### src/rtl/change_pkg.sv
// Shared types and coin values for the change dispenser.
// Coin enum order doubles as the greedy priority (largest coin first).
package change_pkg;
    typedef enum logic [2:0] {IDLE, SELECT, EJECT, RELEASE, DONE} state_e;
    typedef enum logic [1:0] {PEN, FA, HFA, NONE} coin_e;

    localparam int PEN_VAL = 8;
    localparam int FA_VAL  = 2;
    localparam int HFA_VAL = 1;
    localparam int INV_W   = 4;

    function automatic int coin_val(coin_e c);
        case (c)
            PEN:     return PEN_VAL;
            FA:      return FA_VAL;
            HFA:     return HFA_VAL;
            default: return 0;
        endcase
    endfunction
endpackage

### src/rtl/change_dispenser_if.sv
// Pay request from the vending FSM plus the ejector handshake and status.
// master = environment (FSM + ejector), slave = change_dispenser.
interface change_dispenser_if #(parameter int AMT_W = 5);
    logic             start;
    logic [AMT_W-1:0] change_amt;
    logic             eject_ack;
    logic             refill;
    logic             eject_pen;
    logic             eject_fa;
    logic             eject_hfa;
    logic             busy;
    logic             done;
    logic             short_chg;

    modport master (
        output start, change_amt, eject_ack, refill,
        input  eject_pen, eject_fa, eject_hfa, busy, done, short_chg
    );
    modport slave (
        input  start, change_amt, eject_ack, refill,
        output eject_pen, eject_fa, eject_hfa, busy, done, short_chg
    );
endinterface

### src/rtl/change_dispenser_coin_select.sv
// Combinational greedy picker: largest available coin whose value fits in rem.
module coin_select
    import change_pkg::*;
#(
    parameter int AMT_W = 5
) (
    input  logic [AMT_W-1:0] rem,
    input  logic             pen_av,
    input  logic             fa_av,
    input  logic             hfa_av,
    output coin_e            coin,
    output logic [AMT_W-1:0] value
);
    always_comb begin
        coin = NONE;
        if (pen_av && int'(rem) >= PEN_VAL)     coin = PEN;
        else if (fa_av && int'(rem) >= FA_VAL)   coin = FA;
        else if (hfa_av && int'(rem) >= HFA_VAL) coin = HFA;
        value = AMT_W'(coin_val(coin));
    end
endmodule

### src/rtl/change_dispenser.sv
// Pays owed change one coin at a time via a four-phase ejector handshake.
// Define CHANGE_INV_EN for per-denomination inventory counters and short_chg.
module change_dispenser
    import change_pkg::*;
#(
    parameter int AMT_W   = 5,
    parameter int INV_MAX = 15
) (
    input  logic              CLK,
    input  logic              RES,
    change_dispenser_if.slave bus
);
    state_e           state_q, state_d;
    coin_e            coin_q, coin_d, sel_coin;
    logic [AMT_W-1:0] rem_q, rem_d, val_q, val_d, sel_val;
    logic             short_q, short_d, busy_q, busy_d, done_q, done_d;
    logic [2:0]       ej_q, ej_d;
    logic             pen_av, fa_av, hfa_av, take;

    coin_select #(.AMT_W(AMT_W)) u_sel (
        .rem   (rem_q),
        .pen_av(pen_av),
        .fa_av (fa_av),
        .hfa_av(hfa_av),
        .coin  (sel_coin),
        .value (sel_val)
    );

`ifdef CHANGE_INV_EN
    logic [2:0][INV_W-1:0] inv_q, inv_d;

    // Refill beats a same-cycle decrement.
    always_comb begin
        inv_d = inv_q;
        if (bus.refill) begin
            inv_d = {3{INV_W'(INV_MAX)}};
        end else if (take) begin
            case (coin_q)
                PEN:     inv_d[0] = inv_q[0] - INV_W'(1);
                FA:      inv_d[1] = inv_q[1] - INV_W'(1);
                HFA:     inv_d[2] = inv_q[2] - INV_W'(1);
                default: ;
            endcase
        end
    end

    always_ff @(posedge CLK) begin
        if (RES) inv_q <= {3{INV_W'(INV_MAX)}};
        else     inv_q <= inv_d;
    end

    assign pen_av        = (inv_q[0] != '0);
    assign fa_av         = (inv_q[1] != '0);
    assign hfa_av        = (inv_q[2] != '0);
    assign bus.short_chg = short_q;
`else
    localparam int unused_inv_max = INV_MAX;
    logic unused_cfg;
    assign unused_cfg    = ^{bus.refill, short_q};
    assign pen_av        = 1'b1;
    assign fa_av         = 1'b1;
    assign hfa_av        = 1'b1;
    assign bus.short_chg = 1'b0;
`endif

    always_comb begin
        state_d = state_q;
        rem_d   = rem_q;
        val_d   = val_q;
        coin_d  = coin_q;
        short_d = short_q;
        take    = 1'b0;
        case (state_q)
            IDLE: if (bus.start) begin
                rem_d   = bus.change_amt;
                short_d = 1'b0;
                state_d = (bus.change_amt == '0) ? DONE : SELECT;
            end
            SELECT: if (sel_coin == NONE) begin
                short_d = 1'b1;
                state_d = DONE;
            end else begin
                coin_d  = sel_coin;
                val_d   = sel_val;
                state_d = EJECT;
            end
            EJECT: if (bus.eject_ack) begin
                take    = 1'b1;
                rem_d   = rem_q - val_q;
                state_d = RELEASE;
            end
            RELEASE: if (!bus.eject_ack) state_d = (rem_q == '0) ? DONE : SELECT;
            DONE:    state_d = IDLE;
            default: state_d = IDLE;
        endcase

        // Outputs are decoded from the next state so they register in step with it.
        busy_d = (state_d != IDLE);
        done_d = (state_d == DONE);
        ej_d   = 3'b000;
        if (state_d == EJECT) begin
            case (coin_d)
                PEN:     ej_d = 3'b100;
                FA:      ej_d = 3'b010;
                HFA:     ej_d = 3'b001;
                default: ;
            endcase
        end
    end

    always_ff @(posedge CLK) begin
        if (RES) begin
            state_q <= IDLE;
            rem_q   <= '0;
            val_q   <= '0;
            coin_q  <= NONE;
            short_q <= 1'b0;
            busy_q  <= 1'b0;
            done_q  <= 1'b0;
            ej_q    <= 3'b000;
        end else begin
            state_q <= state_d;
            rem_q   <= rem_d;
            val_q   <= val_d;
            coin_q  <= coin_d;
            short_q <= short_d;
            busy_q  <= busy_d;
            done_q  <= done_d;
            ej_q    <= ej_d;
        end
    end

    assign bus.busy      = busy_q;
    assign bus.done      = done_q;
    assign bus.eject_pen = ej_q[2];
    assign bus.eject_fa  = ej_q[1];
    assign bus.eject_hfa = ej_q[0];
endmodule

### src/flat_wrapper.sv
// flat-port wrapper written by rule: the top's interface ports become plain ports
module change_dispenser_flat import change_pkg::*;
#(
    parameter int AMT_W   = 5,
    parameter int INV_MAX = 15
)
  (CLK, RES, bus_start, bus_change_amt, bus_eject_ack, bus_refill, bus_eject_pen, bus_eject_fa, bus_eject_hfa, bus_busy, bus_done, bus_short_chg);
  change_dispenser_if #(.AMT_W(AMT_W)) bus_i ();
  input  logic CLK;
  input  logic RES;
  input wire logic [$bits(bus_i.start)-1:0] bus_start;
  input wire logic [$bits(bus_i.change_amt)-1:0] bus_change_amt;
  input wire logic [$bits(bus_i.eject_ack)-1:0] bus_eject_ack;
  input wire logic [$bits(bus_i.refill)-1:0] bus_refill;
  output wire logic [$bits(bus_i.eject_pen)-1:0] bus_eject_pen;
  output wire logic [$bits(bus_i.eject_fa)-1:0] bus_eject_fa;
  output wire logic [$bits(bus_i.eject_hfa)-1:0] bus_eject_hfa;
  output wire logic [$bits(bus_i.busy)-1:0] bus_busy;
  output wire logic [$bits(bus_i.done)-1:0] bus_done;
  output wire logic [$bits(bus_i.short_chg)-1:0] bus_short_chg;
  assign bus_i.start = bus_start;
  assign bus_i.change_amt = bus_change_amt;
  assign bus_i.eject_ack = bus_eject_ack;
  assign bus_i.refill = bus_refill;
  assign bus_eject_pen = bus_i.eject_pen;
  assign bus_eject_fa = bus_i.eject_fa;
  assign bus_eject_hfa = bus_i.eject_hfa;
  assign bus_busy = bus_i.busy;
  assign bus_done = bus_i.done;
  assign bus_short_chg = bus_i.short_chg;
  change_dispenser #(.AMT_W(AMT_W), .INV_MAX(INV_MAX)) u_core (.CLK(CLK), .RES(RES), .bus(bus_i));
endmodule
### config.mk
export PLATFORM = sky130hd
export DESIGN_NAME = change_dispenser_flat
export DESIGN_NICKNAME = d
export VERILOG_FILES = /design/src/rtl/change_pkg.sv /design/src/rtl/change_dispenser_if.sv /design/src/rtl/change_dispenser_coin_select.sv /design/src/rtl/change_dispenser.sv /design/src/flat_wrapper.sv
export SDC_FILE = /design/constraint.sdc
export NUM_CORES = 1
export LEC_CHECK = 0
export CAP_MARGIN = 20
export CORE_MARGIN = 4
export CORE_UTILIZATION = 45
export DETAILED_ROUTE_END_ITERATION = 10
export PLACE_DENSITY = 0.7
export REMOVE_ABC_BUFFERS = 1
export SETUP_SLACK_MARGIN = 0.05
export SLEW_MARGIN = 10
export SYNTH_ARGS = -nofsm -noshare
export SYNTH_HDL_FRONTEND = slang
export SYNTH_HIERARCHICAL = 1
export SYNTH_SLANG_ARGS = --single-unit
### constraint.sdc
create_clock -name CLK -period 2.2 [get_ports CLK]
set_input_delay 0.33 -clock CLK [delete_from_list [all_inputs] [get_ports CLK]]
set_output_delay 0.33 -clock CLK [all_outputs]
set_load 0.02 [all_outputs]
==> summary by stage, run 1 <==
Synth
The cell type with the highest aggregate area in the netlist is sky130_fd_sc_hd__dfxtp_1. The proportion of synthesized chip area in sequential cells is roughly a third. The number of distinct library cell variants in the gate-level netlist after synthesis is 44. The most used flip-flop cell after synthesis is sky130_fd_sc_hd__dfxtp_1. After synthesis, the mean cell area works out to about 9.0 um^2. The number of enable flip-flop cells after synthesis is 0. By area the synthesized netlist is led by sky130_fd_sc_hd__dfxtp_1, sky130_fd_sc_hd__mux2i_1, sky130_fd_sc_hd__ha_1.

The synthesized netlist cell count is 134. Of the post-synthesis cell area, the dominant cell type holds between 30% and 40%. The count of warnings emitted by yosys is 6.

The synthesized netlist occupies a cell area of about 0.0012 mm^2. The async set-or-reset flop fraction in the synthesized netlist is 0%. In this run, synthesis produced a sequential element count of 20.

Drt
The final wirelength is 2658 um. The count of unresolved DRC violations after routing is 0. After detailed routing, the number of vias per cell comes to about 5.4.

After detailed routing, the average wire length per cell comes to between 10 and 15 um. The routed layout has 1012 vias. The final antenna-violating net count is 0. The first-pass detailed-route iteration total is 4. The detailed router finished its first iteration with 25 violations.

Cells and area
The most common library cell in the layout ignoring fill and taps is sky130_fd_sc_hd__dfxtp_1. The final instance count without filler cells is between 150 and 200. Of the cells placed in the final design, the portion with a size suffix greater than 1 is 17.72%. 0 antenna diodes ended up in the layout.

Once layout is complete, the utilization of the core stands at roughly 58%. The synthesis-to-finish area growth is 22.06%. The number of nets in the layout is roughly 170. In the layout the commonest cells are sky130_fd_sc_hd__dfxtp_1, sky130_fd_sc_hd__clkdlybuf4s50_1, sky130_fd_sc_hd__nor2_1.

GRT
Entering global routing, the biggest net connects 14 pins. Global routing consumed, over all layers together, around 16% of the routing resources. The number of global-route vias before repair is 946. The number of antenna violations at the first check in global routing was 0. The global-route wire length before repair is 4257 um.

Summed over all layers, the global routing overflow is 0.

Clock tree
At the later pin of the worst-skew pair, clock insertion delay measures approximately 0.31 ns. The number of clock sinks seen by CTS is 20. CTS built an H-tree with a depth of 1.

No sink is reached through more buffers than the 2 on the longest clock path. The clock buffer count from CTS is 3. The clock tree from TritonCTS is built.

The clock root buffer master is sky130_fd_sc_hd__clkbuf_4. Clock-pin slew was measured on the worst setup and hold paths at roughly 0.12 ns.

Hold path
The path with the worst hold slack has its endpoint at u_core/coin_q[0]. The path class of the tightest hold or removal check is reg -> reg. The worst hold path was traced through 2 stages.

The startpoint of the worst hold path is u_core/coin_q[0].

Timing
Of the available clock period, the critical path in the final layout requires a little over nine tenths. Setup repair after global routing could not meet its margin everywhere. The count of final hold-check violations is 0. The final critical path time including I/O delays and setup is 2.123 ns.

Derived from the worst setup path, the maximum achievable clock frequency is 0.4710 GHz. The clock tree skew after final layout is approximately 0.0054 ns. The number of endpoints failing setup at the final stage is 0. The final-report max-slew violation count is 0.

Pwr
The leakage power of the design is 0.6226 nW. The maximum vdd ir drop is approximately 0.51 mV. Power spread over the standard cell area amounts to 747.2 mW/mm^2.

Floorplanning
For this configuration, the core starts out at a cell density of approximately 48%. 16 I/O pins were placed. The total area inside the core boundary comes to about 0.0025 mm^2. The floorplan row count is 18. The die covers ~0.0036 mm^2. Measured along the x axis, the die boundary spans 59.69 um. The vertical extent of the die is roughly 60 um.

Run status
The flow ran to the end, and the final reports show no timing, DRC or antenna violations.

Critical path
The register-to-register path setup slack is a little under 0.08 ns. The highest cell delay on the worst timing path is about 0.57 ns. The category of the critical setup timing path is reg -> reg. For the worst flop-to-flop path, the logic depth is 7. The startpoint of the worst register-to-register path is u_core/rem_q[1].

STA puts the critical path data required time at 2.46 ns. The cell at the slowest stage of the critical path is sky130_fd_sc_hd__or4_4. The critical path arrival is roughly 2.4 ns. The largest fanout on the critical path is 6. The cell class contributing the biggest share of worst-path delay is simple AND/OR/NAND/NOR gates. STA classifies the critical path startpoint as a register. The endpoint of the worst-slack reg-to-reg timing path is u_core/ej_q[1]. The number of buffers and inverters on the critical path is 0.

STA classifies the critical path endpoint as a register. The critical path goes through or4_4 > mux2i_4 > a21oi_4 > a21boi_1 > mux2_4 > o211ai_1 > and4bb_2.

Placed design
The count of buffers inserted at the top-level ports is 13. Routability-driven placement finished with a final weighted congestion of approximately 0.80. The number of placed instances, taps included, is 182.

The half-perimeter wire length after detailed placement is approximately 2000 um.

Job
The max capacitance violation total is 0.
[cells in the mapped netlist, drive strengths merged, types with 2 or more instances]
library cell,instances
nand2b,3
nor2b,2
ha,4
nor3b,3
nor3,4
a211oi,3
a21o,3
o21a,2
nand3b,2
nand2,9
buf,7
conb,3
mux2i,10
or4,2
dfxtp,20
a21oi,6
o211ai,3
inv,9
o22ai,2
xnor2,2
nand3,5
nor2,13
[through the flow]
stage | hold WS, ns | worst slack, ns | TNS [ns] | total power, mW | cell area (um^2)
after floorplan | 0.3991 | 0.08353 | 0 | 0.7036 | 1157
after global placement | 0.4806 | 0.1063 | 0 | 0.8147 | 1378
after detailed placement | 0.4932 | -0.01772 | -0.01772 | 0.8277 | 1378
after CTS | 0.5266 | 0.08154 | 0 | 1.064 | 1434
after global routing | 0.5442 | 0.02179 | 0 | 1.161 | 1468
final | 0.5210 | 0.07688 | 0 | 1.097 | 1468
[sequential cells by signal (all words and copies together) (netlist names)]
signal / cells
u_core/ej_q: 3
u_core/bus.done: 1
u_core/bus.busy: 1
u_core/state_q: 3
u_core/val_q: 5
u_core/coin_q: 2
u_core/rem_q: 5
[worst register-to-register path: cells and delay by family, from the launching register on]
family	cells	cell delay (ns)
flops	1	0.35
compound gates	3	0.40
mux	2	0.40
simple gates	2	0.91
[where the power goes]
group	switching [mW]	leakage (nW)	internal, mW
Combinational	0.213	0.438	0.223
Clock	0.121	0.0210	0.101
Sequential	0.0395	0.164	0.400
Total	0.373	0.623	0.724
[cell families after synthesis]
group / share of synthesized area, %
XOR/XNOR: 2.186
multiplexers: 9.261
other: 0.9365
buffers and inverters: 8.428
AND/OR/NAND/NOR: 24.97
flip-flops: 33.30
adder cells (fa/ha/maj): 5.827
AO/OA/AOI/OAI: 15.09
[area by class of cell]
class,count,area (um^2)
flip-flops and latches,20,401.6
clock buffers,4,36.28
fillers,233,1055
repair buffers,22,197.7
multi-input cells,103,760.7
inverters,9,33.78
well taps,30,37.54
[worst max path at each step]
stage,cells after the start,end,startpoint,slack [ns]
after global placement,6,u_core/ej_q[1],u_core/rem_q[4],0.11
final,7,u_core/ej_q[1],u_core/rem_q[1],0.08
after detailed placement,7,u_core/ej_q[1],u_core/rem_q[4],-0.02
after CTS,7,u_core/ej_q[1],u_core/rem_q[4],0.08
after floorplan,6,u_core/ej_q[1],u_core/rem_q[4],0.08
after global routing,7,u_core/ej_q[1],u_core/rem_q[1],0.02
[metal layers]
layer / wire length [um] / track usage [%]
met5: 0 / 0
met4: 25 / 5.696
met3: 132 / 3.240
met2: 1329 / 26.54
met1: 1170 / 20.03
[what timing repair did]
item	4_1_cts	5_1_grt
endpoints found under the setup margin	1	1
resized for setup	5	4
endpoints found under the hold margin	0	0
setup buffers	0	2
pin swaps	0	7
hold buffers	0	0
(Power assumes the default switching activity.)
==> inputs of run 2 (changes only) <==
Settings changed: PLACE_DENSITY 0.7 to 0.78.
==> summary by stage, run 2 (synthesis results as in run 1) <==
Timing
Setup repair after global routing could not meet its margin everywhere. The final-report max-slew violation count is 0. The final critical path time including I/O delays and setup is about 2.1 ns. Static timing analysis puts the maximum clock frequency at ~0.48 GHz. The number of endpoints failing setup at the final stage is 0. The total negative slack for setup checks is 0 ns. The worst path uses ~94% of the clock period. Clock skew on the completed layout was measured at between 0.0003 and 0.0004 ns. The count of final hold-check violations came to 0.

Clock tree
The maximum clock path buffer count is 2. The clock buffer count from CTS is 3. The clock latency on the worst-skew pair is roughly 0.3 ns. The cell sitting at the root of the clock tree is a sky130_fd_sc_hd__clkbuf_4. The post-CTS setup buffer count is 0. Once the clock tree was built, the resizer swapped 0 gates to a different size. The number of clock sinks seen by CTS is 20. In this run the number of H-tree levels came out at 1. The clock tree from TritonCTS is built. The number of hold buffers added after CTS is 0.

The clock-pin slew reported for the worst setup and hold paths after clock tree synthesis is 0.11 ns.

Hold path
The min-delay analysis places its worst path in the category reg -> reg.

GRT
After global routing the overflow that remains totals 0. The number of antenna violations at the first check in global routing came to 0. The number of global-route vias before repair is 1021.

Entering global routing, the biggest net connects 13 pins. The first global-routing pass estimated 4222 um of wire. The global-route usage over all layers is between 10% and 20%.

Drt
After detailed routing, the number of vias per cell comes to around 5.4. The violation count after the first detailed-routing iteration is 27. The detail route stage leaves a number of antenna-violating nets equal to 0. The count of unresolved DRC violations after routing is 0. The detail-routed net length per standard cell is between 10 and 15 um. The pre-antenna-repair detailed-routing pass consisted of 4 iterations. The total via count after detailed routing is slightly above 1000. Wires add up to between 2000 and 3000 um.

Cells and area
In the final layout, the share of cells above drive strength 1 is between 10% and 20%. Fill cells in the final layout number 231. Summing all flip-flop and latch instances after layout gives 400.4 um^2. The library cell used most frequently in the layout, excluding fill and tap cells, is sky130_fd_sc_hd__dfxtp_1. In the final layout, the registers with the most flip-flops are u_core/rem_q (5), u_core/val_q (5). The synthesis-to-finish area growth is 20.19%. 0 antenna diodes ended up in the layout. The top cell types in the final layout, fill and taps aside, are sky130_fd_sc_hd__dfxtp_1, sky130_fd_sc_hd__clkdlybuf4s50_1, sky130_fd_sc_hd__nor2_1. After the last flow step, the layout net total stands at around 170.

The area used by multi-input combinational logic is roughly 750 um^2. The final instance count without filler cells is between 150 and 200. The utilization of the core after routing is between 50% and 60%.

Pwr
The maximum vdd ir drop is 0.5334 mV. Dividing total power by cell area gives a power density of ~740 mW/mm^2. The leakage power of the design is 0.6140 nW.

Critical path
The critical path arrival is approximately 2.3 ns. The worst setup path is captured at a register. STA puts the critical path data required time at around 2.4 ns. Across all register-to-register paths, the minimum setup slack is between 0.1 and 0.15 ns. STA classifies the critical path startpoint as a register. The largest fanout on the critical path is 3. The category of the critical setup timing path is reg -> reg.

Run status
The flow ran to the end, and the final reports show no timing, DRC or antenna violations.

Placed design
The cell total after placement is around 180. The weighted congestion at the end of routability-driven global placement is roughly 0.85. In this run the tool buffered the top-level ports with 13 buffer cells. The half-perimeter wire length after detailed placement is approximately 2000 um.

Floorplanning
The total core area is 0.002522 mm^2. The die is 59.69 um wide. 16 I/O pins were placed.

For this configuration, the core starts out at a cell density of 47.67%. The die covers between 0.003 and 0.004 mm^2. The floorplan row count is 18. The vertical extent of the die is between 50 and 60 um.

Job
The max capacitance violation total is 0.
[run 2: final cells by class]
| class | instances | area share, % |
|---|---|---|
| multi-input cells | 103 | 51.69 |
| flip-flops and latches | 20 | 27.71 |
| repair buffers | 21 | 13.16 |
| well taps | 30 | 2.597 |
| clock buffers | 4 | 2.511 |
| inverters | 9 | 2.338 |
[run 2: path summary, 6_finish.rpt]
path / from / to / depth (start not counted)
setup / recovery: u_core/rem_q[4] / u_core/ej_q[0] / 8
hold / removal: u_core/val_q[3] / u_core/val_q[3] / 2
setup reg to reg: u_core/rem_q[4] / u_core/ej_q[0] / 8
hold reg to reg: u_core/val_q[3] / u_core/val_q[3] / 2
[run 2: metal layers]
layer	wire, um	GRT usage [%]
met5	0	0
met3	123	4.752
met2	1284	28.40
met1	1111	17.77
met4	6	2.215
[run 2: critical path: stages (launching register included)]
cell and delay, ns:
sky130_fd_sc_hd__dfxtp_1 0.33, sky130_fd_sc_hd__or4_4 0.59, sky130_fd_sc_hd__mux2i_4 0.20, sky130_fd_sc_hd__a21oi_2 0.09, sky130_fd_sc_hd__a21o_1 0.18, sky130_fd_sc_hd__a2bb2oi_1 0.16
sky130_fd_sc_hd__o211ai_1 0.12, sky130_fd_sc_hd__buf_4 0.17, sky130_fd_sc_hd__nor3_1 0.15
[run 2: report_power, final]
part,internal [mW],switching (mW)
Combinational,0.210,0.204
Sequential,0.399,0.0384
Clock,0.101,0.116
Total,0.710,0.359
[run 2: stage by stage]
step	area [um^2]	setup slack, ns	hold WS [ns]	power [mW]
final	1445	0.1365	0.5167	1.069
after global routing	1445	0.02068	0.5468	1.133
after CTS	1421	0.07985	0.5214	1.050
after detailed placement	1385	0.1104	0.4927	0.8320
after global placement	1385	0.1624	0.4771	0.8149
after floorplan	1157	0.08353	0.3991	0.7036
==> inputs of run 3 (changes only) <==
Settings changed: SETUP_SLACK_MARGIN 0.05 to 0.2.
==> summary by stage, run 3 (synthesis results as in run 1) <==
Floorplanning
Once the floorplan was initialized, standard cells occupied 47.67% of the core. From bottom edge to top edge, the die measures 59.69 um. The area of the die is 0.003563 mm^2. After floorplanning, the core was divided into 18 placement rows.

In this run the horizontal extent of the chip is around 60 um. The number of I/O pins is 16. The floorplan step defined a core boundary enclosing around 0.0025 mm^2.

Run status
The run finished with clean final reports.

Critical path
The startpoint of the worst register-to-register path is u_core/rem_q[1]. The sum of buffers and inverters on the critical path is 1. Among all stages on the critical path, the largest delay is contributed by sky130_fd_sc_hd__or4_4. The category of the critical setup timing path is reg -> reg.

The number of cells on the worst reg-to-reg path is 8. The register-to-register path setup slack is around 0.17 ns. The cell class contributing the biggest share of worst-path delay is simple AND/OR/NAND/NOR gates. Walking the worst path, the cells encountered are or4_4 > mux2i_2 > a21oi_2 > a21boi_1 > mux2_4 > o211ai_1 > buf_4 > nor3b_2. STA classifies the critical path endpoint as a register.

At the worst endpoint, the required time is about 2.4 ns. Of all nets on the critical path, the largest fanout is 3. Counting buffers and inverters, the worst setup path is 8 cells deep. The endpoint identified for the worst register-to-register timing path is u_core/ej_q[2]. The critical path launch point type is a register. The highest cell delay on the worst timing path is ~0.57 ns. Data on the critical path arrives at its endpoint at 2.27 ns.

Placed design
Input and output buffers added on the ports amount to 13. At the end of routability-driven placement, the weighted congestion stood at about 0.85. The half-perimeter wire length after detailed placement is around 2000 um.

Cells and area
After filler insertion, the fill cell instance count of the layout stands at 226. Of the cells placed in the final design, the portion with a size suffix greater than 1 is about a fifth. In the layout the commonest cells are sky130_fd_sc_hd__dfxtp_1, sky130_fd_sc_hd__clkdlybuf4s50_1, sky130_fd_sc_hd__nor2_1. The final antenna diode count is 0. The most common library cell in the layout ignoring fill and taps is sky130_fd_sc_hd__dfxtp_1. The number of nets in the layout is ~170.

The largest registers in the layout are u_core/rem_q (5), u_core/val_q (5). Compared with the post-synthesis result, the final layout area differs by 22.27%.

GRT
The global-route usage over all layers is 15.74%. The number of global-route vias before repair came to 1025. The number of antenna violations at the first check in global routing came to 0.

The final global-route overflow total is 0. The first global-routing pass estimated roughly 4300 um of wire. Entering global routing, the biggest net connects 13 pins.

Drt
After detailed routing, the average wire length per cell comes to around 14 um. For this block, the routed nets add up to 2562 um of wire. After detailed routing, the number of vias per cell comes to 5.346. The detail route stage leaves a number of antenna-violating nets equal to 0.

For this block, the initial DRC count from the detailed router was 38. The count of unresolved DRC violations after routing is 0. The first-pass detailed-route iteration total is 4. Across all layers, the routed design uses between 1000 and 1500 vias.

Timing
Timing would allow up to around 0.49 GHz. After layout, the worst path uses 92.17% of the clock period. The clock tree skew after final layout is ~0.0019 ns. The count of final hold-check violations is 0. The final critical path time including I/O delays and setup is just over 2 ns.

The number of endpoints failing setup at the final stage is 0. Setup repair after global routing could not meet its margin everywhere. In the final timing run, aggregate negative setup slack is 0 ns. The final-report max-slew violation count is 0.

Job
The max capacitance violation total is 0.

Clock tree
The number of hold buffers added after CTS was 0. Clock latency on the worst-skew pair, taken at its later pin, is 0.30 ns. Clock-pin slew was measured on the worst setup and hold paths at between 0.1 and 0.15 ns. The clock buffer count from CTS is 3. TritonCTS built the clock tree. CTS built an H-tree with a depth of 1.

The longest clock path from root to sink contains 2 buffers. The tree is rooted in a sky130_fd_sc_hd__clkbuf_4. The number of clock sinks seen by CTS is 20.

Hold path
The startpoint of the worst hold path is u_core/coin_q[0]. The worst hold endpoint is u_core/coin_q[0]. The count of cells along the worst hold path is 2. The tightest min-delay check is of the reg -> reg type.

Pwr
The total power density per cell area is around 730 mW/mm^2. After layout, the design draws a total of about 1.1 mW. The maximum vdd ir drop is roughly 0.53 mV. Summed over all cells, the static leakage comes to approximately 0.62 nW.
-- run 3: worst max-delay path by stage --
stage / start / endpoint / slack (ns)
3_5_place_dp: u_core/rem_q[4] / u_core/ej_q[0] / 0.11
5_1_grt: u_core/rem_q[1] / u_core/ej_q[2] / 0.07
4_1_cts: u_core/rem_q[1] / u_core/ej_q[2] / 0.18
3_3_place_gp: u_core/rem_q[4] / u_core/ej_q[2] / 0.16
6_report: u_core/rem_q[1] / u_core/ej_q[2] / 0.17
2_1_floorplan: u_core/rem_q[4] / u_core/ej_q[1] / 0.08
-- run 3: per-layer routing --
metal	GRT usage (%)	wire, um
met5	0	0
met3	4.536	120
met4	1.899	7
met2	29.32	1309
met1	18.06	1125
-- run 3: layout make-up --
class / instances / area [um^2] / share of cell area, %
Clock buffer: 4 / 36.28 / 2.468
Inverter: 9 / 33.78 / 2.298
Sequential cell: 20 / 401.6 / 27.32
Timing Repair Buffer: 22 / 197.7 / 13.45
Multi-Input combinational cell: 103 / 763.2 / 51.91
Tap cell: 30 / 37.54 / 2.553
-- run 3: worst reg2reg max path, cell delays in order, from the launching register on --
cell                       delay, ns
sky130_fd_sc_hd__dfxtp_2        0.34
sky130_fd_sc_hd__or4_4          0.57
sky130_fd_sc_hd__mux2i_2        0.23
sky130_fd_sc_hd__a21oi_2        0.10
sky130_fd_sc_hd__a21boi_1       0.14
sky130_fd_sc_hd__mux2_4         0.17
sky130_fd_sc_hd__o211ai_1       0.11
sky130_fd_sc_hd__buf_4          0.17
sky130_fd_sc_hd__nor3b_2        0.14
-- run 3: stage by stage --
step	std cells	hold slack [ns]	worst slack (ns)	utilization (%)	instance area, um^2
finish	188	0.5049	0.1722	58.28	1470
global route	188	0.5244	0.07401	58.28	1470
CTS	188	0.5214	0.1819	57.74	1456
detailed placement	183	0.4927	0.1104	54.91	1385
global placement	183	0.4771	0.1624	54.91	1385
floorplan	132	0.3991	0.08353	-	1157
-- run 3: timing repair --
action                                  in CTS  in global routing
endpoints found under the setup margin       3                  8
resized for setup                            8                  3
setup buffers                                1                  0
pin swaps                                    8                  4
-- run 3: power by group --
part	leakage (nW)	internal (mW)	switching, mW
clock network	0.0210	0.101	0.115
logic	0.439	0.215	0.210
registers	0.164	0.400	0.0390
total	0.624	0.715	0.365
